--- config.mk ---
export PLATFORM = sky130hd
export DESIGN_NAME = gate_operand_fetch
export DESIGN_NICKNAME = d
export VERILOG_FILES = /design/src/rtl/gate_operand_fetch.sv
export SDC_FILE = /design/constraint.sdc
export NUM_CORES = 1
export LEC_CHECK = 0
export BUFFER_PORTS_ARGS = -buffer_cell sky130_fd_sc_hd__buf_2
export CORE_AREA = 4 4 265 267
export DETAILED_ROUTE_END_ITERATION = 12
export DIE_AREA = 0 0 269 271
export PLACE_DENSITY_LB_ADDON = 0.25
export SYNTH_ARGS = -nofsm -noshare
export SYNTH_HDL_FRONTEND = slang
export SYNTH_SLANG_ARGS = --single-unit
--- constraint.sdc ---
create_clock -name clk -period 3.1 [get_ports clk]
set_clock_uncertainty 0.1 [all_clocks]
set_input_delay 0.31 -clock clk [delete_from_list [all_inputs] [get_ports clk]]
set_output_delay 0.31 -clock clk [all_outputs]
set_load 0.01 [all_outputs]
--- src/rtl/gate_operand_fetch.sv ---
// gate_operand_fetch: operand-fetch stage between descriptor queue and garbling core.
// Ports: gd_* descriptor in (valid/ready), rd_* label RAM read ports, go_* operands
//        out (valid/ready), busy/stall_cnt/dep_timeout status; rst async active-low,
//        clr synchronous clear.
module gate_operand_fetch #(
    parameter int S  = 20,
    parameter int K  = 128,
    parameter int TW = 16
) (
    input  logic         clk,
    input  logic         rst,
    input  logic         clr,
    input  logic         gd_valid,
    output logic         gd_ready,
    input  logic [1:0]   gd_type,
    input  logic [S-1:0] gd_in_a,
    input  logic [S-1:0] gd_in_b,
    input  logic [S-1:0] gd_out,
    output logic [S-1:0] rd_addr_0,
    output logic [S-1:0] rd_addr_1,
    input  logic         rd_data_ready_0,
    input  logic         rd_data_ready_1,
    input  logic [K-1:0] rd_data_0,
    input  logic [K-1:0] rd_data_1,
    output logic         go_valid,
    input  logic         go_ready,
    output logic [1:0]   go_type,
    output logic [K-1:0] go_label_a,
    output logic [K-1:0] go_label_b,
    output logic [S-1:0] go_out,
    output logic         busy,
    output logic [31:0]  stall_cnt,
    output logic         dep_timeout
);

    typedef enum logic [1:0] {
        IDLE  = 2'd0,
        FETCH = 2'd1,
        ISSUE = 2'd2
    } state_e;

    localparam logic [1:0]    T_INV     = 2'd2;
    localparam logic [TW-1:0] WAIT_MAX  = '1;
    localparam logic [TW-1:0] WAIT_TRIP = WAIT_MAX - {{(TW-1){1'b0}}, 1'b1};

    state_e         state_q, state_d;
    logic [1:0]     type_q, type_d;
    logic [S-1:0]   in_a_q, in_a_d;
    logic [S-1:0]   in_b_q, in_b_d;
    logic [S-1:0]   out_q, out_d;
    logic [1:0]     go_type_q, go_type_d;
    logic [K-1:0]   go_label_a_q, go_label_a_d;
    logic [K-1:0]   go_label_b_q, go_label_b_d;
    logic [S-1:0]   go_out_q, go_out_d;
    logic [31:0]    stall_cnt_q, stall_cnt_d;
    logic [TW-1:0]  wait_cnt_q, wait_cnt_d;
    logic           dep_timeout_q, dep_timeout_d;

    logic accept;
    logic need;

    assign gd_ready = (state_q == IDLE) | ((state_q == ISSUE) & go_ready);
    assign accept   = gd_valid & gd_ready;
    // INV only consumes operand A, so B's written flag is irrelevant.
    assign need     = rd_data_ready_0 & (rd_data_ready_1 | (type_q == T_INV));

    always_comb begin
        state_d       = state_q;
        type_d        = type_q;
        in_a_d        = in_a_q;
        in_b_d        = in_b_q;
        out_d         = out_q;
        go_type_d     = go_type_q;
        go_label_a_d  = go_label_a_q;
        go_label_b_d  = go_label_b_q;
        go_out_d      = go_out_q;
        stall_cnt_d   = stall_cnt_q;
        wait_cnt_d    = wait_cnt_q;
        dep_timeout_d = dep_timeout_q;

        unique case (state_q)
            IDLE: begin
                if (gd_valid) state_d = FETCH;
            end
            FETCH: begin
                if (need) begin
                    go_label_a_d = rd_data_0;
                    go_label_b_d = (type_q == T_INV) ? '0 : rd_data_1;
                    go_type_d    = type_q;
                    go_out_d     = out_q;
                    state_d      = ISSUE;
                end else begin
                    if (stall_cnt_q != '1) stall_cnt_d = stall_cnt_q + 32'd1;
                    if (wait_cnt_q != WAIT_MAX) wait_cnt_d = wait_cnt_q + 1'b1;
                    // Flag the gate the moment its wait count lands on the maximum.
                    if (wait_cnt_q == WAIT_TRIP) dep_timeout_d = 1'b1;
                end
            end
            ISSUE: begin
                if (go_ready) state_d = gd_valid ? FETCH : IDLE;
            end
            default: state_d = IDLE;
        endcase

        // Descriptor latch is shared by the IDLE and ISSUE hand-offs.
        if (accept) begin
            type_d     = gd_type;
            in_a_d     = gd_in_a;
            in_b_d     = gd_in_b;
            out_d      = gd_out;
            wait_cnt_d = '0;
        end

        if (clr) begin
            state_d       = IDLE;
            type_d        = '0;
            in_a_d        = '0;
            in_b_d        = '0;
            out_d         = '0;
            go_type_d     = '0;
            go_label_a_d  = '0;
            go_label_b_d  = '0;
            go_out_d      = '0;
            stall_cnt_d   = '0;
            wait_cnt_d    = '0;
            dep_timeout_d = 1'b0;
        end
    end

    always_ff @(posedge clk or negedge rst) begin
        if (!rst) begin
            state_q       <= IDLE;
            type_q        <= '0;
            in_a_q        <= '0;
            in_b_q        <= '0;
            out_q         <= '0;
            go_type_q     <= '0;
            go_label_a_q  <= '0;
            go_label_b_q  <= '0;
            go_out_q      <= '0;
            stall_cnt_q   <= '0;
            wait_cnt_q    <= '0;
            dep_timeout_q <= 1'b0;
        end else begin
            state_q       <= state_d;
            type_q        <= type_d;
            in_a_q        <= in_a_d;
            in_b_q        <= in_b_d;
            out_q         <= out_d;
            go_type_q     <= go_type_d;
            go_label_a_q  <= go_label_a_d;
            go_label_b_q  <= go_label_b_d;
            go_out_q      <= go_out_d;
            stall_cnt_q   <= stall_cnt_d;
            wait_cnt_q    <= wait_cnt_d;
            dep_timeout_q <= dep_timeout_d;
        end
    end

    assign rd_addr_0   = in_a_q;
    assign rd_addr_1   = in_b_q;
    assign go_valid    = (state_q == ISSUE);
    assign go_type     = go_type_q;
    assign go_label_a  = go_label_a_q;
    assign go_label_b  = go_label_b_q;
    assign go_out      = go_out_q;
    assign busy        = (state_q != IDLE);
    assign stall_cnt   = stall_cnt_q;
    assign dep_timeout = dep_timeout_q;

endmodule

After elaboration in Yosys (flattened, before gate mapping)
Index checks and enable logic that the tools add are counted.
- reductions and logical operators: 14
- shifts and indexed selects: 0
- muxes and demuxes: 40
- multipliers: 0
- add/sub/neg operators: 2
- magnitude comparators: 0
- bitwise logic cells: 5
- equality and inequality tests: 11
- divide/modulo/power cells: 0
- operators with widths (kind ; number):
    128-bit two-way mux ; 7
    20-bit two-way mux ; 9
    32-bit two-way mux ; 4
    16-bit two-way mux ; 5
    32-bit by 1-bit adder with 32-bit output (second input constant) ; 1
    32-bit inequality test (second input constant) ; 1
    2-bit two-way mux ; 9
    16-bit by 1-bit adder with 16-bit output (second input constant) ; 1
    16-bit == test (second input constant) ; 1
    16-bit inequality test (second input constant) ; 1
    3-bit AND reduction ; 4
    2-bit nonzero test ; 6
    3-bit inequality test (second input constant) ; 3
    2-bit one-hot mux with 3 select lines ; 1
    3-bit nonzero test ; 2
    1-bit two-way mux ; 5
    2-bit == test (second input constant) ; 2
    1-bit bitwise AND ; 3
    3-bit by 2-bit inequality test with 1-bit output (second input constant) ; 1
    2-bit by 1-bit == test with 1-bit output (second input constant) ; 1
    2-bit logical NOT ; 1
    2-bit inequality test (second input constant) ; 1
    1-bit OR ; 2
    2-bit AND reduction ; 1
- bits in registers: 391
- ROM bits: 0
- word-level logic and storage cells: 84
- output and inout bits: 354
- latch bits: 0
- memories kept: 0
- RAM bits: 0

Longest topological paths before layout
Gate-level depths: netlist (run 1).
- word-level depth: 7
- depth in mapped cells: 8

Worst setup path before layout (run 1)
Ideal clock, no wire load.
- kind: register to register
- start point: register stall_cnt_q[0] (netlist: stall_cnt[0])
- end point: register stall_cnt_q[15] (netlist: stall_cnt[15])
- data arrival time: 2.090 ns
- clock period less this slack: 2.315 ns
- cell stages (with the launch flop): 8
- data required time: 2.875 ns
- setup slack: 0.785 ns
- path buffers: 1
- cells stage by stage: dfrtp_1 ha_1 nand3_1 or2_2 clkbuf_1 nor4_4 nor3b_1 mux2_4
- longest elaborated chain between the ends: 5
- elaborated cells on any way between the ends: 8
- those cells by class: add/sub: 1; eq/ne: 1; mux: 4; reduce/logical: 2
- ends and longest elaborated chain (what ; RTL line ; RTL):
    from (decl) ; 55 ; logic [31:0] stall_cnt_q, stall_cnt_d;
    from (signal assigned) ; 154 ; stall_cnt_q <= stall_cnt_d;
    32-bit by 1-bit adder with 32-bit output ; 93 ; if (stall_cnt_q != '1) stall_cnt_d = stall_cnt_q + 32'd1;
    32-bit two-way mux ; 93 ;
    32-bit two-way mux ; 86 ; if (need) begin
    32-bit two-way mux ; 81 ; unique case (state_q)
    32-bit two-way mux ; 114 ; if (clr) begin
Several ways; a longest one is shown, not always the timed one. The select of a mux whose other input is x is not followed.
A chain may end at the register's enable or synchronous reset.

Worst setup path after layout (run 1)
- start point: register stall_cnt_q[7] (netlist: stall_cnt[7])
- end point: register stall_cnt_q[1] (netlist: stall_cnt[1])
- longest elaborated chain between the ends: 3
- ends and longest elaborated chain (what ; RTL line):
    32-bit inequality test ; 93
    2-bit nonzero test (no line) ; --
    3-bit AND reduction (no line) ; --
Every way passes these cells.

==> impl_metrics.toml, run 1 <==
[outcome]
status = "complete, no violations"

[timing]
relSlewSlack = 0.263
hold_viol_final = 0
clock.fmax_mhz = 380
rsz0062_at_grt = "false"
layout_worst_path_cycle_share = 0.850
finalMaxSlewViolations = 0
tightest_slew_ps = 1100
setup_viol = 0
fin_setup_tns_ps = 0
finalCriticalPeriod_ps = 2630

[power_and_ir_drop]
p_leak_uw = 0.0123
vdd_ir_drop_max_mv = 0.355
powerDensity_nw_per_um2 = 491

[critical_path]
cp.arrival_ps = 2940
critPathLaunchType = "register"
rrSetupSlack_ps = 470
required_ps = 3410
critPathKind = "register to register"
reg2reg_depth = 6
worst-path-max-fanout = 14
r2r-end = "stall_cnt[1]"
r2r-start = "stall_cnt[7]"
end_kind = "register"

[synth]
synth_top_area_frac = 0.623
synth_most_common_cell = "nand2_1"
syn_avg_cell_area_um2 = 10.3
yosysSeqAreaShare = 0.623
synth_cell_types = 58
ys.flop_type = "dfrtp_1"
synth_fp_nets = 1858
synth_edf_count = 0
synth_seq_cells = 391
yosysTopAreaCell = "dfrtp_1"
synthArstFlopShare = 1.00
synth_warnings = 0
synth_common_cells = "446 x nand2_1, 391 x dfrtp_1, 240 x a21oi_1"
syn_inst = 1530
netlist_area_um2 = 15700
yosys-top-cells-area = "dfrtp_1 62%, nand2_1 11%, a21oi_1 7.6%"

[cts]
htree_levels = 2
clk_latency_ps = 580
clock-root-buffer = "clkbuf_16"
path_clk_slew_ps = 60
cts_sinks = 391
cts_setup_buffers = 0
cts_buffers = 46
cts_resized = 0
cts_tree = "built"
cts.hold.buffers_added = 320
clockBufferDepth = 3

[min_path]
hold_path.class = "input pin to async pin"

[global_routing]
grt_max_degree = 156
grt_pass1_vias = 16100
grt_overflow_total = 0
grt_pass1_wl_um = 91800
antenna_found_initial = 5
grt_usage = 0.157

[floorplan]
ios = 679
die_h_um = 271
rows = 96
core_area_um2 = 68100
die_w_um = 269
start_util = 0.231
dieArea_um2 = 72900

[layout]
final_core_util = 0.364
final_area_um2 = 24800
fin_nets = 2814
area_growth_pct = 57.8
drive_gt1_frac = 0.320

[detailed_routing]
vias = 15300
ant_nets = 0
via_per_inst = 4.50
drt_pass1_iterations = 4
wirelength_um = 59700
drt-initial-drc-count = 918
drcViolationCount = 0
wl_per_cell_um = 17.5

[place]
portBuffers = 678
hpwl_um = 40300
gp_congestion = 0.839
place_area_um2 = 20100

[run]
maxCapViolCount = 0
## worst max-delay path, stage by stage (launching register included)
cell	delay, ps
dfrtp_1	480
nand4_4	190
or3_1	590
nor4_4	620
buf_4	290
nand3b_1	140
a21oi_1	70
## report_power, final
| group | internal (µW) | total [µW] | switching, µW |
|---|---|---|---|
| Clock | 3260 | 5510 | 2240 |
| Sequential | 5250 | 5330 | 80.1 |
| Combinational | 636 | 1330 | 694 |
| Total | 9150 | 12200 | 3020 |
## stage by stage
| stage | power (µW) | std cells | setup WS (ps) | hold slack (ps) |
|---|---|---|---|---|
| 2_1_floorplan | 5820 | 1530 | 785 | -85.6 |
| 5_1_grt | 12700 | 3408 | 250 | 243 |
| 6_report | 12200 | 3408 | 466 | 237 |
| 3_5_place_dp | 6430 | 3000 | 479 | 245 |
| 3_3_place_gp | 6420 | 3000 | 553 | 240 |
| 4_1_cts | 12400 | 3403 | 476 | 205 |
## state kept, by name, indices dropped and copies added, names as in the netlist
signal and cells:
dep_timeout 1, go_label_a 128, go_label_b 128, go_out 20, go_type 2, out_q 20, rd_addr_0 20, rd_addr_1 20
stall_cnt 32, state_q 2, type_q 2, wait_cnt_q 16
## layout by cell type, fill, tap and decap left out, types with 11 or more instances in the layout
master,synthesis,routed
nand3_1,15,15
nand2_1,446,445
a21oi_1,240,240
a22o_1,128,128
o21ai_0,12,12
dlygate4sd3_1,0,320
buf_4,0,13
nor2_1,27,26
dfrtp_1,391,391
buf_2,2,676
clkbuf_16,0,46
nor3_1,12,11
o31ai_1,11,11
nand4_1,14,14
## metal layers
layer / vias to the layer above / global-route usage / wire [µm]
met2: 555 / 0.274 / 30000
met4: 0 / 0.0710 / 2790
li1: 7197 / - / -
met1: 7428 / 0.181 / 23100
met3: 143 / 0.0394 / 3850
met5: - / 0 / 0
## layout make-up
cell class	instances	area, µm²
inverters	8	30.0
flip-flops and latches	391	9780
repair buffers	1020	6890
diodes	5	12.5
well taps	882	1100
fillers	6811	43300
clock buffers	64	1300
clock inverters	19	220
multi-input cells	1019	5450
## cells by family after synthesis
logic type      count (synthesis)  share of synthesized area
simple gates                  588                      0.165
compound gates                414                      0.169
flops                         391                      0.623
buf+inv                       120                     0.0320
xor+xnor                       11                    0.00613
mux                             3                    0.00239
fa+ha+maj                       3                    0.00239
## worst max-delay path by stage
stage / to / slack [ps] / depth (start not counted) / start
after floorplan: stall_cnt[15] / 790 / 7 / stall_cnt[0]
after global placement: stall_cnt[6] / 550 / 6 / stall_cnt[7]
after detailed placement: stall_cnt[1] / 480 / 6 / stall_cnt[23]
after CTS: stall_cnt[1] / 480 / 6 / stall_cnt[23]
after global routing: stall_cnt[3] / 250 / 6 / stall_cnt[23]
final: stall_cnt[1] / 470 / 6 / stall_cnt[7]
No activity file was read; power rests on OpenSTA's default activity.
==> inputs of run 2 (changes only) <==
clock period = 2.72 ns   (was 3.1 ns; I/O delays follow)
==> impl_metrics.toml, run 2 (same netlist as run 1, synthesis figures left out) <==
[outcome]
status = "complete, no violations"

[critical_path]
critPathLaunchType = "register"
end_kind = "register"
cp_cell_sequence = "ha_1 > nand3_1 > or2_2 > nor4_4 > buf_4 > nor4_2 > a211oi_2"
critPathKind = "register to register"
rrSetupSlack_ps = 290
reg2reg_depth = 7
cp_slowest_cell = "nor4_4"
worst-path-max-fanout = 17
cp_num_buf_inv = 1
crit_family = "simple AND/OR/NAND/NOR gates"
r2r-start = "stall_cnt[0]"
cp.arrival_ps = 2810
cp_slowest_stage_delay_ps = 520
r2r-end = "stall_cnt[19]"
required_ps = 3100

[cts]
clockBufferDepth = 3
cts_buffers = 45
htree_levels = 2
cts_tree = "built"
path_clk_slew_ps = 60
clk_latency_ps = 550
cts_sinks = 391
clock-root-buffer = "clkbuf_16"

[detailed_routing]
ant_nets = 0
drcViolationCount = 0
wirelength_um = 60600
drt-initial-drc-count = 884
wl_per_cell_um = 17.7
via_per_inst = 4.54
vias = 15500
drt_pass1_iterations = 5

[timing]
setup_viol = 0
finalCriticalPeriod_ps = 2430
whs_ps = 167
tightest_slew_ps = 872
fin_setup_tns_ps = 0
clock.fmax_mhz = 411
rsz0062_at_grt = "false"
finalMaxSlewViolations = 0
relSlewSlack = 0.418
layout_worst_path_cycle_share = 0.894
hold_viol_final = 0

[global_routing]
grt_max_degree = 153
grt_overflow_total = 0
grt_pass1_vias = 16400
grt_usage = 0.160
antenna_found_initial = 2
grt_pass1_wl_um = 93200

[floorplan]
die_h_um = 271
ios = 679
rows = 96
dieArea_um2 = 72900
core_area_um2 = 68100
start_util = 0.231
die_w_um = 269

[place]
hpwl_um = 41500
portBuffers = 678
gp_congestion = 0.830

[power_and_ir_drop]
pwr-share-clk = 0.448
internal_power_uw = 10400
pwr-share-seq = 0.440
p_leak_uw = 0.0124
p_sw_frac = 0.245
vdd_ir_drop_max_mv = 0.359
powerDensity_nw_per_um2 = 554
p_sw_uw = 3390
p_comb_frac = 0.112

[layout]
final_common_cell = "buf_2"
fin_nets = 2829
most-common-layout-cells = "676 x buf_2, 445 x nand2_1, 391 x dfrtp_1"
drive_gt1_frac = 0.324
area_growth_pct = 58.9

[run]
maxCapViolCount = 0

[min_path]
hold_path.class = "input pin to async pin"
run 2: changes by cell type in the layout (fill, tap and decap cells not counted), sizes merged:
cell	before	now
clkinvlp	1	3
clkinv	11	9
inv	11	9
bufinv	4	3
buf	699	714
clkbuf	65	68
dlygate4sd3	320	321
diode	5	1
run 2: repair_timing:
item,in CTS,in global routing
gates resized for setup,0,0
endpoints found under the hold margin,378,0
buffers inserted,0,0
hold buffers,321,0
run 2: layer usage:
layer	GRT usage	part of all wire
met3	0.0375	0.064
met5	0	0.00020
met2	0.289	0.52
met4	0.0593	0.037
met1	0.182	0.38
run 2: how the worst max path moves through the flow:
stage	start	end	depth (start not counted)
6_report	stall_cnt[0]	stall_cnt[19]	7
3_5_place_dp	stall_cnt[0]	stall_cnt[19]	7
4_1_cts	state_q[0]	stall_cnt[5]	6
3_3_place_gp	stall_cnt[0]	stall_cnt[19]	7
2_1_floorplan	stall_cnt[0]	stall_cnt[15]	7
5_1_grt	stall_cnt[0]	stall_cnt[1]	7
run 2: power by group through the flow:
stage / clock (µW) / sequential, µW / combinational [µW]
finish: 6190 / 6080 / 1540
global route: 6660 / 6090 / 1690
CTS: 6440 / 6070 / 1560
detailed placement: 0 / 6170 / 1180
floorplan: 0 / 6240 / 389
global placement: 0 / 6170 / 1170
run 2: metrics by stage:
step	utilization	cells	setup slack, ps	instance area, µm²	power [µW]
global placement	0.297	3015	380	20200	7340
detailed placement	0.297	3015	303	20200	7360
CTS	0.366	3419	279	25000	14100
finish	0.366	3420	288	25000	13800
global route	0.366	3420	78.6	25000	14400
floorplan	-	1530	405	15700	6630
run 2: area by class of cell:
type / instances / area, µm²
fill: 6782 / 43100
sequential: 391 / 9780
timing repair buffer: 1036 / 7070
multi-input combinational: 1019 / 5450
clock buffer: 67 / 1340
tap: 882 / 1100
clock inverter: 16 / 181
inverter: 8 / 30.0
antenna: 1 / 2.50
